**config.mk**
```make
export PLATFORM = sky130hd
export DESIGN_NAME = lbp_window_engine
export DESIGN_NICKNAME = d
export VERILOG_FILES = /design/src/rtl/lbp_window_engine.sv
export SDC_FILE = /design/constraint.sdc
export NUM_CORES = 1
export LEC_CHECK = 0
export ABC_AREA = 1
export CORE_MARGIN = 8
export CORE_UTILIZATION = 42
export CTS_BUF_LIST = sky130_fd_sc_hd__clkbuf_4 sky130_fd_sc_hd__clkbuf_8
export DETAILED_ROUTE_END_ITERATION = 8
export GPL_TIMING_DRIVEN = 0
export SLEW_MARGIN = 25
export SYNTH_ARGS = -nofsm -noshare
export SYNTH_HDL_FRONTEND = slang
export SYNTH_SLANG_ARGS = --single-unit
```
**constraint.sdc**
```tcl
create_clock -name clk -period 4.8 [get_ports clk]
set_clock_uncertainty 0.1 [all_clocks]
set_input_delay 0.96 -clock clk [delete_from_list [all_inputs] [get_ports clk]]
set_output_delay 0.96 -clock clk [all_outputs]
set_load 0.01 [all_outputs]
```
**src/rtl/lbp_window_engine.sv**
```systemverilog
// Local Binary Pattern engine: walks a raster gray image held in external RAM
// through a sliding 3x3 window and emits one 8-bit LBP code per centre pixel.
module lbp_window_engine #(
  parameter int XW          = 7,
  parameter int YW          = 7,
  parameter int PIX_W       = 8,
  parameter int BORDER_MODE = 0
) (
  input  logic               clk,
  input  logic               reset,
  input  logic               start,
  input  logic [PIX_W-1:0]   thresh,
  output logic [YW+XW-1:0]   gray_addr,
  output logic               gray_req,
  input  logic               gray_ready,
  input  logic [PIX_W-1:0]   gray_data,
  output logic [YW+XW-1:0]   lbp_addr,
  output logic               lbp_valid,
  input  logic               lbp_ready,
  output logic [7:0]         lbp_data,
  output logic               busy,
  output logic               finish
);

  typedef enum logic [2:0] {
    S_IDLE, S_FILL, S_SLIDE, S_CALC, S_OUT, S_DONE
  } state_t;

  localparam logic [XW-1:0] C0 = XW'((BORDER_MODE != 0) ? 0 : 1);
  localparam logic [XW-1:0] C1 = XW'((2 ** XW) - ((BORDER_MODE != 0) ? 1 : 2));
  localparam logic [YW-1:0] R0 = YW'((BORDER_MODE != 0) ? 0 : 1);
  localparam logic [YW-1:0] R1 = YW'((2 ** YW) - ((BORDER_MODE != 0) ? 1 : 2));

  // Window slot = col*3 + row; this maps LBP bit b to the slot holding its neighbour.
  localparam int NB_SLOT [8] = '{0, 3, 6, 1, 7, 2, 5, 8};

  state_t             r_state;
  state_t             w_next;
  logic [YW-1:0]      r_row;
  logic [XW-1:0]      r_col;
  logic [PIX_W-1:0]   r_thresh;
  logic [PIX_W-1:0]   r_win [9];
  logic [3:0]         r_req_idx;
  logic [3:0]         r_pend_slot;
  logic               r_pend;

  logic [1:0]         w_col_sel;
  logic [1:0]         w_row_sel;
  logic [XW-1:0]      w_ncol;
  logic [YW-1:0]      w_nrow;
  logic [PIX_W:0]     w_ref;
  logic [7:0]         w_code;
  logic               w_accept;
  logic               w_last_cap;
  logic               w_out_hs;
  logic               w_last_col;
  logic               w_last_row;
  logic               w_start_frame;

  assign w_accept      = gray_req && gray_ready;
  assign w_last_cap    = r_pend && (r_pend_slot == 4'd8);
  assign w_out_hs      = lbp_valid && lbp_ready;
  assign w_last_col    = (r_col == C1);
  assign w_last_row    = (r_row == R1);
  assign w_start_frame = start && ((r_state == S_IDLE) || (r_state == S_DONE));

  always_ff @(posedge clk or posedge reset) begin
    if (reset) r_state <= S_IDLE;
    else       r_state <= w_next;
  end

  always_comb begin
    // NOTE: every combinational output gets a default first, so no path infers a latch.
    w_next = r_state;
    unique case (r_state)
      S_IDLE, S_DONE:  if (start) w_next = S_FILL;
      S_FILL, S_SLIDE: if (w_last_cap) w_next = S_CALC;
      S_CALC:          w_next = S_OUT;
      S_OUT: begin
        if (w_out_hs) begin
          if (!w_last_col)      w_next = S_SLIDE;
          else if (!w_last_row) w_next = S_FILL;
          else                  w_next = S_DONE;
        end
      end
      default:         w_next = S_IDLE;
    endcase
  end

  always_comb begin
    gray_req  = 1'b0;
    lbp_valid = 1'b0;
    busy      = 1'b0;
    finish    = 1'b0;
    case (r_state)
      S_FILL, S_SLIDE: begin
        gray_req = (r_req_idx != 4'd9);
        busy     = 1'b1;
      end
      S_CALC: busy = 1'b1;
      S_OUT: begin
        lbp_valid = 1'b1;
        busy      = 1'b1;
      end
      S_DONE:  finish = 1'b1;
      default: ;
    endcase
  end

  always_comb begin
    if (r_req_idx >= 4'd6) begin
      w_col_sel = 2'd2;
      w_row_sel = 2'(r_req_idx - 4'd6);
    end else if (r_req_idx >= 4'd3) begin
      w_col_sel = 2'd1;
      w_row_sel = 2'(r_req_idx - 4'd3);
    end else begin
      w_col_sel = 2'd0;
      w_row_sel = 2'(r_req_idx);
    end
  end

  // Edge clamping can only trigger in border mode; the interior raster never touches an edge.
  always_comb begin
    w_ncol = r_col;
    if ((w_col_sel == 2'd0) && (r_col != '0))      w_ncol = r_col - 1'b1;
    else if ((w_col_sel == 2'd2) && (r_col != '1)) w_ncol = r_col + 1'b1;
    w_nrow = r_row;
    if ((w_row_sel == 2'd0) && (r_row != '0))      w_nrow = r_row - 1'b1;
    else if ((w_row_sel == 2'd2) && (r_row != '1)) w_nrow = r_row + 1'b1;
  end

  assign gray_addr = gray_req ? {w_nrow, w_ncol} : '0;

  // One guard bit keeps p + thresh from wrapping.
  always_comb begin
    w_code = '0;
    w_ref  = {1'b0, r_win[4]} + {1'b0, r_thresh};
    for (int b = 0; b < 8; b++) w_code[b] = ({1'b0, r_win[NB_SLOT[b]]} >= w_ref);
  end

  always_ff @(posedge clk or posedge reset) begin
    if (reset) begin
      r_row       <= '0;
      r_col       <= '0;
      r_thresh    <= '0;
      r_req_idx   <= '0;
      r_pend      <= 1'b0;
      r_pend_slot <= '0;
      // NOTE: the window is nine plain registers, so it is cleared with the rest of the state.
      for (int i = 0; i < 9; i++) r_win[i] <= '0;
      lbp_data    <= '0;
      lbp_addr    <= '0;
    end else begin
      // NOTE: non-blocking updates let every register see pre-edge values of the others.
      r_pend <= w_accept;
      if (w_accept) begin
        r_pend_slot <= r_req_idx;
        r_req_idx   <= r_req_idx + 4'd1;
      end
      if (r_pend) r_win[r_pend_slot] <= gray_data;

      if (w_start_frame) begin
        r_row     <= R0;
        r_col     <= C0;
        r_thresh  <= thresh;
        r_req_idx <= 4'd0;
      end

      if (r_state == S_CALC) begin
        lbp_data <= w_code;
        lbp_addr <= {r_row, r_col};
      end

      if ((r_state == S_OUT) && w_out_hs && !(w_last_col && w_last_row)) begin
        if (w_last_col) begin
          r_row     <= r_row + 1'b1;
          r_col     <= C0;
          r_req_idx <= 4'd0;
        end else begin
          // Reuse columns c and c+1 as the new c-1 and c; only column c+1 is refetched.
          r_col     <= r_col + 1'b1;
          r_req_idx <= 4'd6;
          for (int i = 0; i < 6; i++) r_win[i] <= r_win[i+3];
        end
      end
    end
  end

endmodule
```
After elaboration in Yosys (flattened, before gate mapping) --
Index checks and enable logic that the tools add are counted.
Word-level totals: flip-flop bits (word level) 128, input bits 21, output and inout bits 40
Operators by class: add/subtract/negate cells 8, $lt $le $gt $ge 12, eq/ne operators 16, muxes and demuxes 35, bitwise operators 1, reductions and logical operators 25
Operators by type and width (count):
- two-way mux 48 bit | 2
- bitwise mux 72 bit | 1
- >= comparator 8 x 9 -> 1 bit | 8
- two-way mux 72 bit | 1
- two-way mux 7 bit | 10
- demux 8 bit (select 4 bit) | 1
- two-way mux 3 bit | 6
- adder 7 x 1 -> 7 bit, second input constant | 2
- == test 7 bit, second input constant | 2
- two-way mux 14 bit | 1
- != test 7 bit, second input constant | 2
- nonzero test 7 bit | 2
- subtractor 7 x 1 -> 7 bit, second input constant | 2
- logical AND 1 bit | 12
- two-way mux 4 bit | 3
- one-hot mux 3 bit (4 select lines) | 1
- adder 8 x 8 -> 9 bit | 1
- two-way mux 8 bit | 1
- == test 3 x 2 -> 1 bit, second input constant | 2
- == test 3 bit, second input constant | 2
- two-way mux 2 bit | 3
- != test 2 bit, second input constant | 3
- >= comparator 5 bit, second input constant | 1
- less-than comparator 5 x 1 -> 1 bit, second input constant | 1
- 19 further kinds | 27

Logic depth before layout (Yosys ltp) --
depth in word-level cells 9, mapped depth 22, mapped depth without buffers 22

Worst setup path before layout --
No wires, ideal clock.
path kind reg2out, start register r_req_idx[0], end output port gray_addr[11], arrival time 1797 ps, data required time 3740 ps, slack 1943 ps, cell stages (with the launch flop) 15, path buffers 1, path through dfrtp_1 inv_1 ha_1 nand2_1 nand2_1 nor2_2 nand2_4 xor2_2 nand2_1 nor2_2 buf_6 o21ai_1 nand2_1 nand2_1 nor2_2
Between the ends: word-level cells in the longest chain between the ends 8, elaborated cells on any way between the ends 15, classes of those cells add/sub: 2; order compare: 2; eq/ne: 2; mux: 6; reduce/logical: 3
RTL lines:
- start: declaration | RTL line 43 | logic [3:0] r_req_idx;
- start signal: assignment | RTL line 159 | r_req_idx <= r_req_idx + 4'd1;
- >= comparator 4 x 2 -> 1 bit or subtractor 2 bit (tied branches) | RTL line 114, 116
- two-way mux 2 bit | RTL line 114 | end else if (r_req_idx >= 4'd3) begin
- two-way mux 2 bit | RTL line 111 | if (r_req_idx >= 4'd6) begin
- == test 2 bit | RTL line 130 | else if ((w_row_sel == 2'd2) && (r_row != '1)) w_nrow = r_row + 1'b1;
- logical AND 1 bit | RTL line 130
- two-way mux 7 bit | RTL line 130
- two-way mux 7 bit | RTL line 129 | if ((w_row_sel == 2'd0) && (r_row != '0)) w_nrow = r_row - 1'b1;
- two-way mux 14 bit (*) | RTL line 133 | assign gray_addr = gray_req ? {w_nrow, w_ncol} : '0;
- end: declaration | RTL line 13 | output logic [YW+XW-1:0] gray_addr,
Every way passes the cells marked *; elsewhere a longest branch is shown, timed or not.

Worst setup path in the final report --
start register r_req_idx[0], end output port gray_addr[10]
Same word-level chain as after synthesis.

==> metrics.csv <==
stage,metric,value,unit
cts,post-CTS sizing,0,
route,vias per cell,5.13,
critical_path,Setup CP Type,reg -> out,
synthesis,Syn Nets,1141,
cts,Clock Path Buffers,2,
cts,post-CTS setup buffer count,0,
die,Core Area,0.0193,mm^2
cts,CTS root buf,clkbuf_8,
grt,Overflow after GRT,0,
cts,CTS tree,done,
synthesis,"EDFF count, synth",0,
sta,crit path time final,4.08,ns
sta,endpoints failing setup,0,
cts,Worst-Skew Late Latency,0.45,ns
die,num rows,51,
synthesis,sequential share of the synthesized area,0.392,
route,DRC Markers,0,
die,Initial Utilization,0.424,
critical_path,startpoint types,flip-flop,
synthesis,Synth area leader,dfrtp_1,
final_layout,FILL cells,1928,
synthesis,synth cell count leaders,"nand2_1, inv_1, dfrtp_1",
synthesis,Syn. warnings,0,
status,status,"complete, no violations",
final_layout,Area Overhead vs Synth,17.2,%
cts,H-tree depth,4,
sta,max-slew violations,0,
final_layout,NumNets Final,1221,
die,die width,155,um
die,die area,0.0242,mm^2
sta,RSZ-0062 raised after global routing,no,
grt,initial antenna violation count,0,
synthesis,#FFs+latches synth,128,
critical_path,WP data required,3.74,ns
critical_path,Worst EP arrival,3.02,ns
synthesis,share of the synthesized area in the top cell type,0.392,
synthesis,Synth Cell Area,0.00817,mm^2
critical_path,CP endpoint kind,output pin,
die,Ports,61,
synthesis,Avg Inst Size Synth,7.82,um^2
placement,RePlAce Congestion,0.880,
synthesis,async set-reset flop share out of synthesis,1.00,
route,Total Routed Length,22.1,mm
sta,Max-slew headroom,0.348,
critical_path,CP Max Fanout,10,
flow_run,# Max-Cap Violations,0,
route,"antenna viol nets, final",0,
synthesis,most common cell in the netlist,nand2_1,
grt,vias in the first global route,7246,
route,WL/cell,15.8,um
sta,period utilisation layout,0.851,
sta,hold slack,0.390,ns
die,Die Y,155,um
final_layout,Multi-input gate area,0.00425,mm^2
sta,Slew @ Worst Pin,0.974,ns
final_layout,share of layout cells above drive strength 1,0.0809,
cts,CTS buffer count,17,
synthesis,"Distinct cells, synth",38,
worst_hold_path,Hold Path Class,reg -> reg,
synthesis,Main synth FF type,dfrtp_1,
final_layout,antenna cells,0,
sta,final hold vios,0,
grt,first-pass GRT wire length,36.9,mm
grt,Overall Global Routing Usage,0.192,
route,Iteration-0 DRC Markers,380,
cts,Sink Count,128,
critical_path,r2r setup slk,1.31,ns
sta,Max Fclk,245,MHz
route,via count,7198,
placement,# port buffers,60,
placement,DP HPWL,17.0,mm
grt,largest net degree at the start of global routing,74,
final_layout,register area,0.00320,mm^2
cts,"CTS clk-pin slew, worst paths",0.07,ns
synthesis,Post-Syn Instances,1044,
cts,cts hold-fix bufs,0,
route,DR pass1 iterations,5,
synthesis,Area contributors post-synth,"dfrtp_1, nand2_1, ha_1, inv_1, o21ai_0",
==> through the flow <==
| stage | cell area [um^2] | setup TNS (ns) | util | instances | setup slack (ns) |
|---|---|---|---|---|---|
| after global placement | 9100 | -238.69 | 0.472 | 1369 | -1.87 |
| after CTS | 9570 | 0 | 0.496 | 1402 | 0.687 |
| after detailed placement | 9130 | 0 | 0.474 | 1370 | 1.23 |
| after floorplan | 8170 | 0 | - | 1044 | 0.327 |
| after global routing | 9570 | 0 | 0.497 | 1402 | 0.466 |
| final | 9570 | 0 | 0.497 | 1402 | 0.715 |
==> layout by cell type, fill, tap and decap left out, types with 3 or more instances in the layout <==
| cell type | count |
|---|---|
| nand2_1 | 257 |
| inv_1 | 143 |
| dfrtp_1 | 128 |
| o21ai_0 | 94 |
| ha_1 | 75 |
| nor2_1 | 63 |
| clkdlybuf4s50_1 | 60 |
| o211ai_1 | 53 |
| a21oi_1 | 46 |
| nand3_1 | 30 |
| clkbuf_8 | 18 |
| clkbuf_1 | 16 |
| nand4_1 | 15 |
| o22ai_1 | 15 |
| buf_2 | 12 |
| o21ai_1 | 11 |
| xor2_1 | 10 |
| nor3_1 | 10 |
| inv_2 | 9 |
| a31o_2 | 7 |
| nor3_2 | 5 |
| nor2_2 | 5 |
| a31oi_1 | 5 |
| mux2_1 | 5 |
| clkinv_2 | 5 |
| nand2_2 | 4 |
| bufinv_16 | 4 |
| or2_2 | 3 |
| clkbuf_4 | 3 |
==> routing by layer <==
metal  vias up  routed length, um  GRT usage
met3        16                992     0.0363
met2       131              10400      0.318
met4         0                214     0.0476
met5         -                  0          0
met1      3422              10500      0.254
li1       3629                  -          -
==> critical path, stage by stage (launching register included) <==
cell,delay [ns]
dfrtp_1,0.45
inv_1,0.11
ha_1,0.20
nand2_1,0.09
nand2_1,0.08
nor2_2,0.16
nand2_4,0.09
xor2_2,0.18
nand2_1,0.12
nor2_2,0.13
buf_6,0.15
nand2_1,0.06
o21ai_1,0.09
o21ai_1,0.08
inv_1,0.06
clkdlybuf4s50_1,0.53
==> logic make-up (layout without fill, tap and decap cells) <==
group	after synthesis	count (layout)	synth area share
AND/OR/NAND/NOR	400	400	0.207
AO/OA/AOI/OAI	237	237	0.171
buffers and inverters	183	276	0.0878
flip-flops	128	128	0.392
adder cells (fa/ha/maj)	76	76	0.117
XOR/XNOR	13	13	0.0149
multiplexers	7	7	0.00965
==> area by class of cell <==
class,count,share of cell area
inverters,153,0.0608
plain buffers,30,0.0149
flip-flops and latches,128,0.335
clock inverters,11,0.0170
repair buffers,61,0.0656
multi-input cells,733,0.444
well taps,265,0.0346
clock buffers,21,0.0282
==> path summary, 6_finish.rpt <==
path                                 end  depth (start not counted)          from
setup / recovery           gray_addr[10]                         15  r_req_idx[0]
hold / removal               lbp_data[3]                          2   lbp_data[3]
setup reg to reg             lbp_data[6]                         19     r_win[32]
hold reg to reg              lbp_data[3]                          2   lbp_data[3]
max in group asynchronous      r_win[35]                          3         reset
min in group asynchronous    lbp_addr[0]                          2         reset
Power is left out: the tool's default activity adds up to more than one toggle a clock period on the data nets, which glitch-free logic cannot reach.
